<file path="src/rtl/io_uart_pkg.sv">
// io_uart_pkg: shared encodings, status layout and line levels for the io_uart_tx transmitter.
package io_uart_pkg;

    localparam int unsigned BYTE_W    = 8;
    localparam int unsigned BIT_IDX_W = 3;

    typedef enum logic [2:0] {
        IDLE   = 3'd0,
        START  = 3'd1,
        DATA   = 3'd2,
        STOP   = 3'd3,
        PARITY = 3'd4
    } uart_state_e;

    // Bit positions inside the status byte read back by software.
    localparam int unsigned ST_EMPTY = 0;
    localparam int unsigned ST_FULL  = 1;
    localparam int unsigned ST_BUSY  = 2;
    localparam int unsigned ST_OVR   = 3;

    typedef struct packed {
        logic [3:0] rsvd;
        logic       overrun;
        logic       busy;
        logic       fifo_full;
        logic       fifo_empty;
    } uart_status_t;

    localparam logic IDLE_LVL  = 1'b1;
    localparam logic START_LVL = 1'b0;

endpackage

</file>
<file path="src/rtl/io_uart_tx_if.sv">
// io_uart_tx_if: IO-unit side of the transmitter (write strobe, overrun clear, status and serial line).
interface io_uart_tx_if;
    import io_uart_pkg::*;

    logic              wr_en;
    logic [BYTE_W-1:0] wr_data;
    logic              clr_ovr;
    logic              txd;
    logic [BYTE_W-1:0] status;
    logic              tx_done;

    modport master (
        output wr_en, wr_data, clr_ovr,
        input  txd, status, tx_done
    );

    modport slave (
        input  wr_en, wr_data, clr_ovr,
        output txd, status, tx_done
    );
endinterface

</file>
<file path="src/rtl/io_sync_fifo.sv">
// io_sync_fifo: single-clock FIFO with a combinational head output; pushes while full and pops while empty are ignored.
module io_sync_fifo
    import io_uart_pkg::*;
#(
    parameter int unsigned WIDTH = 8,
    parameter int unsigned DEPTH = 4
) (
    input  logic             clk,
    input  logic             reset,
    input  logic             push,
    input  logic             pop,
    input  logic [WIDTH-1:0] din,
    output logic [WIDTH-1:0] dout,
    output logic             full,
    output logic             empty
);
    localparam int unsigned PW   = $clog2(DEPTH);
    localparam int unsigned CNTW = PW + 1;

    logic [WIDTH-1:0] mem [DEPTH];
    logic [PW-1:0]    wr_ptr_q;
    logic [PW-1:0]    rd_ptr_q;
    logic [CNTW-1:0]  count_q;
    logic             do_push;
    logic             do_pop;

    assign full    = (count_q == CNTW'(DEPTH));
    assign empty   = (count_q == '0);
    assign do_push = push & ~full;
    assign do_pop  = pop & ~empty;
    assign dout    = mem[rd_ptr_q];

    // Pointers wrap naturally because DEPTH is a power of two.
    always_ff @(posedge clk or posedge reset) begin
        if (reset) begin
            wr_ptr_q <= '0;
            rd_ptr_q <= '0;
            count_q  <= '0;
        end else begin
            if (do_push) begin
                wr_ptr_q <= wr_ptr_q + PW'(1);
            end
            if (do_pop) begin
                rd_ptr_q <= rd_ptr_q + PW'(1);
            end
            if (do_push && !do_pop) begin
                count_q <= count_q + CNTW'(1);
            end else if (do_pop && !do_push) begin
                count_q <= count_q - CNTW'(1);
            end
        end
    end

    always_ff @(posedge clk) begin
        if (do_push) begin
            mem[wr_ptr_q] <= din;
        end
    end
endmodule

</file>
<file path="src/rtl/io_uart_tx.sv">
// io_uart_tx: FIFO-buffered serial transmitter (8N1, LSB first) fed by the CPU IO port unit.
// Build option IO_UART_TX_PARITY_EN inserts an even-parity bit between data and stop.
module io_uart_tx
    import io_uart_pkg::*;
#(
    parameter int unsigned CLK_DIV    = 16,
    parameter int unsigned FIFO_DEPTH = 4
) (
    input logic         clk,
    input logic         reset,
    io_uart_tx_if.slave bus
);
    localparam int unsigned CW = $clog2(CLK_DIV);

    uart_state_e           state_q, state_d;
    logic [CW-1:0]         cnt_q, cnt_d;
    logic [BIT_IDX_W-1:0]  bit_q, bit_d;
    logic [BYTE_W-1:0]     shift_q, shift_d;
    logic                  txd_q, txd_d;
    logic                  tx_done_q, tx_done_d;
    logic                  overrun_q, overrun_d;
`ifdef IO_UART_TX_PARITY_EN
    logic                  par_q, par_d;
`endif

    logic                  baud_last;
    logic                  load;
    logic                  fifo_pop;
    logic [BYTE_W-1:0]     fifo_dout;
    logic                  fifo_full;
    logic                  fifo_empty;
    uart_status_t          status_c;

    io_sync_fifo #(
        .WIDTH (BYTE_W),
        .DEPTH (FIFO_DEPTH)
    ) u_fifo (
        .clk   (clk),
        .reset (reset),
        .push  (bus.wr_en),
        .pop   (fifo_pop),
        .din   (bus.wr_data),
        .dout  (fifo_dout),
        .full  (fifo_full),
        .empty (fifo_empty)
    );

    assign baud_last = (cnt_q == CW'(CLK_DIV - 1));

    // A write that finds the FIFO full sets overrun even when clr_ovr arrives in the same cycle.
    assign overrun_d = (bus.wr_en & fifo_full) | (overrun_q & ~bus.clr_ovr);

    always_ff @(posedge clk or posedge reset) begin
        if (reset) begin
            state_q   <= IDLE;
            cnt_q     <= '0;
            bit_q     <= '0;
            shift_q   <= '0;
            txd_q     <= IDLE_LVL;
            tx_done_q <= 1'b0;
            overrun_q <= 1'b0;
`ifdef IO_UART_TX_PARITY_EN
            par_q     <= 1'b0;
`endif
        end else begin
            state_q   <= state_d;
            cnt_q     <= cnt_d;
            bit_q     <= bit_d;
            shift_q   <= shift_d;
            txd_q     <= txd_d;
            tx_done_q <= tx_done_d;
            overrun_q <= overrun_d;
`ifdef IO_UART_TX_PARITY_EN
            par_q     <= par_d;
`endif
        end
    end

    always_comb begin
        state_d  = state_q;
        cnt_d    = cnt_q;
        bit_d    = bit_q;
        shift_d  = shift_q;
        load     = 1'b0;
        fifo_pop = 1'b0;
        txd_d    = IDLE_LVL;
`ifdef IO_UART_TX_PARITY_EN
        par_d    = par_q;
`endif

        if (state_q != IDLE) begin
            cnt_d = baud_last ? '0 : cnt_q + CW'(1);
        end

        case (state_q)
            IDLE: begin
                load = ~fifo_empty;
            end
            START: begin
                if (baud_last) begin
                    state_d = DATA;
                end
            end
            DATA: begin
                if (baud_last) begin
                    shift_d = shift_q >> 1;
                    if (bit_q == BIT_IDX_W'(7)) begin
`ifdef IO_UART_TX_PARITY_EN
                        state_d = PARITY;
`else
                        state_d = STOP;
`endif
                    end else begin
                        bit_d = bit_q + BIT_IDX_W'(1);
                    end
                end
            end
`ifdef IO_UART_TX_PARITY_EN
            PARITY: begin
                if (baud_last) begin
                    state_d = STOP;
                end
            end
`endif
            STOP: begin
                if (baud_last) begin
                    state_d = IDLE;
                    load    = ~fifo_empty;
                end
            end
            default: begin
                state_d = IDLE;
            end
        endcase

        // Loading from IDLE or the last stop cycle gives back-to-back frames with no idle gap.
        if (load) begin
            fifo_pop = 1'b1;
            shift_d  = fifo_dout;
            cnt_d    = '0;
            bit_d    = '0;
            state_d  = START;
`ifdef IO_UART_TX_PARITY_EN
            par_d    = ^fifo_dout;
`endif
        end

        case (state_d)
            START:   txd_d = START_LVL;
            DATA:    txd_d = shift_d[0];
`ifdef IO_UART_TX_PARITY_EN
            PARITY:  txd_d = par_d;
`endif
            default: txd_d = IDLE_LVL;
        endcase

        tx_done_d = (state_d == STOP) && (cnt_d == CW'(CLK_DIV - 1));
    end

    always_comb begin
        status_c            = '0;
        status_c.overrun    = overrun_q;
        status_c.busy       = (state_q != IDLE) | ~fifo_empty;
        status_c.fifo_full  = fifo_full;
        status_c.fifo_empty = fifo_empty;
    end

    assign bus.txd     = txd_q;
    assign bus.tx_done = tx_done_q;
    assign bus.status  = status_c;
endmodule

</file>
<file path="src/flat_wrapper.sv">
// flat-port wrapper written by rule: the top's interface ports become plain ports
module io_uart_tx_flat import io_uart_pkg::*;
#(
    parameter int unsigned CLK_DIV    = 16,
    parameter int unsigned FIFO_DEPTH = 4
)
  (clk, reset, bus_wr_en, bus_wr_data, bus_clr_ovr, bus_txd, bus_status, bus_tx_done);
  io_uart_tx_if bus_i ();
  input logic clk;
  input logic reset;
  input wire logic [$bits(bus_i.wr_en)-1:0] bus_wr_en;
  input wire logic [$bits(bus_i.wr_data)-1:0] bus_wr_data;
  input wire logic [$bits(bus_i.clr_ovr)-1:0] bus_clr_ovr;
  output wire logic [$bits(bus_i.txd)-1:0] bus_txd;
  output wire logic [$bits(bus_i.status)-1:0] bus_status;
  output wire logic [$bits(bus_i.tx_done)-1:0] bus_tx_done;
  assign bus_i.wr_en = bus_wr_en;
  assign bus_i.wr_data = bus_wr_data;
  assign bus_i.clr_ovr = bus_clr_ovr;
  assign bus_txd = bus_i.txd;
  assign bus_status = bus_i.status;
  assign bus_tx_done = bus_i.tx_done;
  io_uart_tx #(.CLK_DIV(CLK_DIV), .FIFO_DEPTH(FIFO_DEPTH)) u_core (.clk(clk), .reset(reset), .bus(bus_i));
endmodule
</file>
<file path="config.mk">
export PLATFORM = sky130hd
export DESIGN_NAME = io_uart_tx_flat
export DESIGN_NICKNAME = d
export VERILOG_FILES = /design/src/rtl/io_uart_pkg.sv /design/src/rtl/io_uart_tx_if.sv /design/src/rtl/io_sync_fifo.sv /design/src/rtl/io_uart_tx.sv /design/src/flat_wrapper.sv
export SDC_FILE = /design/constraint.sdc
export NUM_CORES = 1
export LEC_CHECK = 0
export ABC_AREA = 1
export CORE_AREA = 2 2 84 86
export DETAILED_ROUTE_END_ITERATION = 6
export DIE_AREA = 0 0 86 88
export HOLD_SLACK_MARGIN = 0.03
export PLACE_DENSITY_LB_ADDON = 0.15
export SKIP_LAST_GASP = 1
export SLEW_MARGIN = 20
export SYNTH_ARGS = -nofsm -noshare
export SYNTH_HDL_FRONTEND = slang
export SYNTH_HIERARCHICAL = 1
export SYNTH_SLANG_ARGS = --single-unit
</file>
<file path="constraint.sdc">
create_clock -name clk -period 3.1 [get_ports clk]
set_clock_uncertainty 0.1 [all_clocks]
set_input_delay 0.31 -clock clk [delete_from_list [all_inputs] [get_ports clk]]
set_output_delay 0.31 -clock clk [all_outputs]
set_load 0.01 [all_outputs]
</file>
### Word level (Yosys, flattened, before mapping)

Memories as Yosys holds them, arrays and structs flattened.
Cells that the tools add are included.

| cells by class | value |
|---|---|
| order comparisons | 0 |
| bitwise operators | 9 |
| muxes and demuxes | 24 |
| shift operators | 0 |
| $mul | 0 |
| div/mod/pow operators | 0 |
| eq/ne operators | 11 |
| reductions and logical operators | 13 |
| $add $sub $neg | 6 |

Operators by type and width:

| cell | number |
|---|---|
| 2-to-1 mux 3 bit | 11 |
| 2-to-1 mux 8 bit | 3 |
| == test 3 x 2 -> 1 bit, second input constant | 4 |
| 2-to-1 mux 4 bit | 3 |
| one-hot mux 3 bit (4 select lines) | 1 |
| == test 4 bit, second input constant | 2 |
| adder 3 x 1 -> 3 bit, second input constant | 2 |
| == test 3 x 1 -> 1 bit, second input constant | 2 |
| == test 3 bit, second input constant | 2 |
| logical NOT 3 bit | 2 |
| nonzero test 2 bit | 3 |
| adder 2 x 1 -> 2 bit, second input constant | 2 |
| adder 4 x 1 -> 4 bit, second input constant | 1 |
| AND 1 bit | 4 |
| 2-to-1 mux 1 bit | 4 |
| one-hot mux 1 bit (2 select lines) | 2 |
| logical AND 1 bit | 3 |
| NOT 1 bit | 3 |
| AND reduction 3 bit | 1 |
| nonzero test 3 bit | 1 |
| subtractor 3 x 1 -> 3 bit, second input constant | 1 |
| logical NOT 1 bit | 2 |
| != test 2 x 1 -> 1 bit, second input constant | 1 |
| OR 1 bit | 2 |
| AND reduction 2 bit | 1 |

| word-level totals | value |
|---|---|
| latch bits | 0 |
| input port bits | 12 |
| register bits | 28 |
| RAM bits | 32 |
| output and inout bits | 10 |
| memories | 1 |
| memory bits (read-only) | 0 |
| logic and storage cells | 75 |

Memories:

| name | depth | width | rd ports | clocked after memory_dff | wr ports | line | source |
|---|---|---|---|---|---|---|---|
| u_core.u_fifo.mem | 4 | 8 | 1 | 0 | 1 | io_sync_fifo.sv:20 | `logic [WIDTH-1:0] mem [DEPTH];` |

### Depth between registers and ports, before layout

| logic depth | value |
|---|---|
| depth in word-level cells | 9 |
| depth in mapped cells | 16 |
| depth with buffers taken out | 15 |

### Hierarchy

The synthesis kept the hierarchy.

Modules (own cells, without submodules):

| module | cells an instance | area each (µm²) | sequential area each (µm²) | times used |
|---|---|---|---|---|
| io_sync_fifo | 155 | 1,737.9 | 1,136.1 | 1 |
| io_uart_tx | 139 | 1,147.4 | 526.8 | 1 |

### Worst setup path after synthesis

No wires, ideal clock.

| timing path | value |
|---|---|
| path kind | register to register |
| start point | reg u_core.u_fifo.count_q[0] |
| end point | reg u_core.u_fifo.count_q[2] |
| required time | 2.883 ns |
| cell stages (with the launch flop) | 16 |
| arrival time | 1.994 ns |
| setup slack | 0.889 ns |
| path through | dfrtp_1 > inv_1 > nand3_1 > inv_1 > inv_1 > nand3_1 > nand2_2 > buf_6 > nand2_1 > ha_1 > inv_1 > fa_1 > nand2_1 > nand3_1 > nand2_1 > nand2_1 |

| between the ends | value |
|---|---|
| word-level cells in the longest chain between the ends | 9 |
| elaborated cells between the ends (all ways) | 18 |
| those cells by class | add/sub: 2; eq/ne: 1; mux: 5; bitwise: 4; reduce/logical: 6 |

Ends and longest elaborated chain:

| what | line | source |
|---|---|---|
| start: declaration | io_sync_fifo.sv:23 | `logic [CNTW-1:0] count_q;` |
| start signal: assignment | io_sync_fifo.sv:47 | `count_q <= count_q + CNTW'(1);` |
| start signal: assignment | io_sync_fifo.sv:49 | `count_q <= count_q - CNTW'(1);` |
| logical NOT 3 bit * | io_sync_fifo.sv:28 | `assign empty = (count_q == '0);` |
| via u_core.fifo_empty | io_uart_tx.sv:31 | `logic fifo_empty;` |
| NOT 1 bit * | io_uart_tx.sv:97, io_uart_tx.sv:128 |  |
| 2-to-1 mux 1 bit | io_uart_tx.sv:126 | `if (baud_last) begin` |
| one-hot mux 1 bit (2 select lines) * | io_uart_tx.sv:95 | `case (state_q)` |
| 2-to-1 mux 1 bit * | io_uart_tx.sv:137 | `if (load) begin` |
| via u_core.fifo_pop | io_uart_tx.sv:28 | `logic fifo_pop;` |
| AND 1 bit * | io_sync_fifo.sv:30 | `assign do_pop = pop & ~empty;` |
| logical NOT 1 bit | io_sync_fifo.sv:46 | `if (do_push && !do_pop) begin` |
| logical AND 1 bit | io_sync_fifo.sv:46 |  |
| 2-to-1 mux 3 bit / nonzero test 2 bit (equally long branches) | n/a |  |

The timed path passes the listed nets; every way through them passes the cells marked *. The select of a mux whose other input is x is not followed.
A chain may end at the register's enable or synchronous reset.

### Worst setup path in the final report

| timing path | value |
|---|---|
| start point | reg u_core.u_fifo.count_q[1] |
| end point | reg u_core.u_fifo.count_q[2] |

| between the ends | value |
|---|---|
| word-level cells in the longest chain between the ends | 9 |
| elaborated cells between the ends (all ways) | 18 |
| those cells by class | add/sub: 2; eq/ne: 1; mux: 5; bitwise: 4; reduce/logical: 6 |

Ends and longest elaborated chain:

| what | line |
|---|---|
| logical NOT 3 bit | io_sync_fifo.sv:28 |
| NOT 1 bit | io_sync_fifo.sv:30, io_uart_tx.sv:97, io_uart_tx.sv:128 |
| 2-to-1 mux 1 bit | io_uart_tx.sv:126 |
| one-hot mux 1 bit (2 select lines) | io_uart_tx.sv:95 |
| 2-to-1 mux 1 bit | io_uart_tx.sv:137 |
| AND 1 bit | io_sync_fifo.sv:30 |
| logical NOT 1 bit | io_sync_fifo.sv:46 |
| logical AND 1 bit | io_sync_fifo.sv:46 |
| 2-to-1 mux 3 bit / nonzero test 2 bit (equally long branches) | n/a |

Several ways; a longest one is shown, not always the timed one. The select of a mux whose other input is x is not followed.

==> reports/metrics.cfg <==
[run_status]
status = complete, no violations

[route]
vias = 1909
ant_nets = 0
avgViaCountPerCell = 4.761
routed_wl_mm = 4.807
drt_iter0_markers = 89
remaining_drc_errors = 0
routedWlPerCell_um = 11.99
drt_pre_antenna_iters = 4

[worst_hold_path]
worstHoldPathType = in2async

[timing]
setup_viol = 0
rsz0062_at_grt = false
fmax_ghz = 0.4015
slew_violations = 0
min_period_ns = 2.490
slew_headroom_pct = 46.21
tightest_slew_ns = 0.8059
hold_viol_final = 0
setup-tns-final_ns = 0
fin_crit_sh_pct = 80.34

[grt]
grt_max_degree = 34
grt_pass1_vias = 1789
grt_usage_pct = 14.29
grt_antenna_before_repair = 0
grt-ovfl-total = 0
grt_first_pass_wirelength_mm = 8.211

[synthesis]
synth-seq-cells = 60
synth_cells = 294
synth.distinct_cells = 26
synth_area_mm2 = 0.002885
yosys.area.top_type = edfxtp_1
avgSynthCellArea_um2 = 9.814
ys.warnings.count = 6
synth_top_area_share_pct = 33.30
ys_seq_area_share_pct = 57.63
synth_top_cells_by_area = edfxtp_1 33%, dfrtp_1 23%, nand2_1 10%, inv_1 6.2%, o211ai_1 4.4%

[cts]
clkSinkCount = 60
postCtsResizedCells = 0
post_cts_buffers = 0
root_buffer = clkbuf_8
clk_path_buf_depth = 2
clk_pin_slew_ns = 0.07
cts_tree = done
insertion_delay_ns = 0.34
cts_buffers = 9
htreeDepth = 3
holdBufCountCts = 0

[placement]
io_buffer_count = 17
gp_congestion = 0.7676
dpl.hpwl_mm = 3.352
placed_cells = 385

[setup_path]
crit_fanout = 14
r2r_slack_ns = 0.61
critPathLaunchType = register
timing.rr.start = u_core/u_fifo/count_q[1]$_DFFE_PP0P_
arrival_ns = 2.63
endpoint_kind = register
r2r.worst_path.cells = 14
timing.rr.end = u_core/u_fifo/count_q[2]$_DFFE_PP0P_
critPathKind = reg2reg
cp.required_ns = 3.24

[final_layout]
fin_cells = 401
diodes = 0
drive_gt1_share_pct = 11.21
final_core_util_pct = 49.04
fillers = 609
layout.nets = 337
area_growth_pct = 12.92

[power]
power_density_mw_per_mm2 = 844.6
pwr-share-comb_pct = 33.4
p_leak_nw = 1.549
clockPowerShare_pct = 23.2
seqPwrFrac_pct = 43.4
switchingPower_mw = 1.048
ir_worst_vdd_uv = 419.8
switching_share_pct = 38.07
p_int_mw = 1.704

[floorplanning]
die_w_um = 86
initial_core_util_pct = 43.43
rows = 30
die_h_um = 88
io-pin-count = 22
die_area_mm2 = 0.007568
coreArea_mm2 = 0.006644

[run]
maxCapViolCount = 0

==> per-layer routing <==
metal,track usage (%),vias to the layer above,wire length [um],share of wire (%)
met4,4.329,0,44,0.92
li1,-,983,-,-
met1,18.18,886,2381,50
met3,5.938,8,217,4.5
met5,0,-,0,0
met2,22.41,32,2164,45
==> logic make-up (layout without fill, tap and decap cells) <==
kind of cell | Yosys count | count (layout) | synth area share (%)
adder cells (fa/ha/maj) | 9 | 9 | 4.163
buffers and inverters | 65 | 88 | 10.71
flip-flops | 60 | 60 | 57.63
AO/OA/AOI/OAI | 31 | 31 | 6.938
other | 1 | 5 | 0.1300
XOR/XNOR | 2 | 2 | 0.6072
AND/OR/NAND/NOR | 126 | 126 | 19.82
==> flip-flops by register name, indices dropped and copies added, names as in the netlist <==
signal                  count
u_core/u_fifo/mem          32
u_core/bus.tx_done          1
u_core/u_fifo/rd_ptr_q      2
u_core/bit_q                3
u_core/u_fifo/wr_ptr_q      2
u_core/state_q              3
u_core/bus.txd              1
u_core/cnt_q                4
u_core/overrun_q            1
u_core/shift_q              8
u_core/u_fifo/count_q       3
==> cell usage after synthesis, drive strengths merged <==
| cell | n |
|---|---|
| o211ai | 17 |
| dfrtp | 27 |
| nand3 | 23 |
| clkbuf | 1 |
| conb | 1 |
| o21ai | 11 |
| o21bai | 1 |
| buf | 11 |
| ha | 8 |
| inv | 53 |
| edfxtp | 32 |
| dfstp | 1 |
| nand2 | 84 |
| fa | 1 |
| xnor2 | 2 |
| a21oi | 2 |
| nor2 | 18 |
| nand4 | 1 |
==> metrics by stage <==
step | setup WS [ns] | instance area [um2] | power, mW | hold slack, ns
2_1_floorplan | 0.8886 | 2900 | 1.946 | 0.01340
3_3_place_gp | 0.7478 | 3078 | 2.118 | 0.3629
3_5_place_dp | 0.6455 | 3078 | 2.138 | 0.3727
4_1_cts | 0.6289 | 3258 | 2.784 | 0.1241
5_1_grt | 0.4176 | 3258 | 2.965 | 0.1555
6_report | 0.6095 | 3258 | 2.752 | 0.1297
==> critical path: stages, from the launching register on <==
cell,delay (ns)
dfrtp_1,0.40
inv_1,0.09
nand3_1,0.16
inv_1,0.13
inv_1,0.09
nand3_1,0.10
nand2_2,0.21
nand2_1,0.17
ha_1,0.19
inv_1,0.07
fa_1,0.38
nand2_1,0.11
nand3_1,0.08
nand2_1,0.06
nand2_1,0.04
==> cell type report <==
type / count / area (um2) / area share [%]
repair buffers: 19 / 185.2 / 5.684
inverters: 53 / 201.4 / 6.183
well taps: 80 / 100.1 / 3.072
clock inverters: 7 / 56.30 / 1.728
multi-input cells: 173 / 928.4 / 28.49
flip-flops and latches: 60 / 1663 / 51.04
clock buffers: 9 / 123.9 / 3.802
==> worst max path at each step <==
stage	start	endpoint	slack (ns)	cells past startpoint
after floorplan	u_core/u_fifo/count_q[0]$_DFFE_PP0P_	u_core/u_fifo/count_q[2]$_DFFE_PP0P_	0.89	15
after global placement	u_core/u_fifo/count_q[1]$_DFFE_PP0P_	u_core/u_fifo/count_q[2]$_DFFE_PP0P_	0.75	14
after detailed placement	u_core/u_fifo/count_q[0]$_DFFE_PP0P_	u_core/u_fifo/count_q[2]$_DFFE_PP0P_	0.65	14
after CTS	u_core/u_fifo/count_q[1]$_DFFE_PP0P_	u_core/u_fifo/count_q[2]$_DFFE_PP0P_	0.63	14
after global routing	u_core/u_fifo/count_q[1]$_DFFE_PP0P_	u_core/u_fifo/count_q[2]$_DFFE_PP0P_	0.42	14
final	u_core/u_fifo/count_q[1]$_DFFE_PP0P_	u_core/u_fifo/count_q[2]$_DFFE_PP0P_	0.61	14
==> layout by cell type, fill, tap and decap left out, types with 2 or more instances in the layout <==
cell / Yosys / routed
nor2_4: 4 / 4
nand3_2: 3 / 3
o21ai_0: 11 / 11
inv_2: 4 / 4
ha_1: 8 / 8
nand2_1: 80 / 80
edfxtp_1: 32 / 32
nand2_2: 2 / 2
dfrtp_1: 27 / 27
o211ai_1: 17 / 17
inv_1: 48 / 48
clkbuf_8: 1 / 9
a21oi_1: 2 / 2
conb_1: 1 / 5
nand3_1: 20 / 20
nor2_1: 13 / 13
inv_6: 0 / 3
clkinv_4: 0 / 2
xnor2_1: 2 / 2
buf_4: 8 / 2
nand2_4: 2 / 2
clkdlybuf4s50_1: 0 / 17
==> power groups by stage <==
stage | Combinational [mW] | Sequential, mW | Clock (mW)
final | 0.919 | 1.19 | 0.638
after global routing | 1.05 | 1.22 | 0.691
after global placement | 0.908 | 1.21 | 0
after CTS | 0.929 | 1.20 | 0.658
after detailed placement | 0.925 | 1.21 | 0
after floorplan | 0.773 | 1.17 | 0
Note: power is estimated with default switching activity, not from simulation.
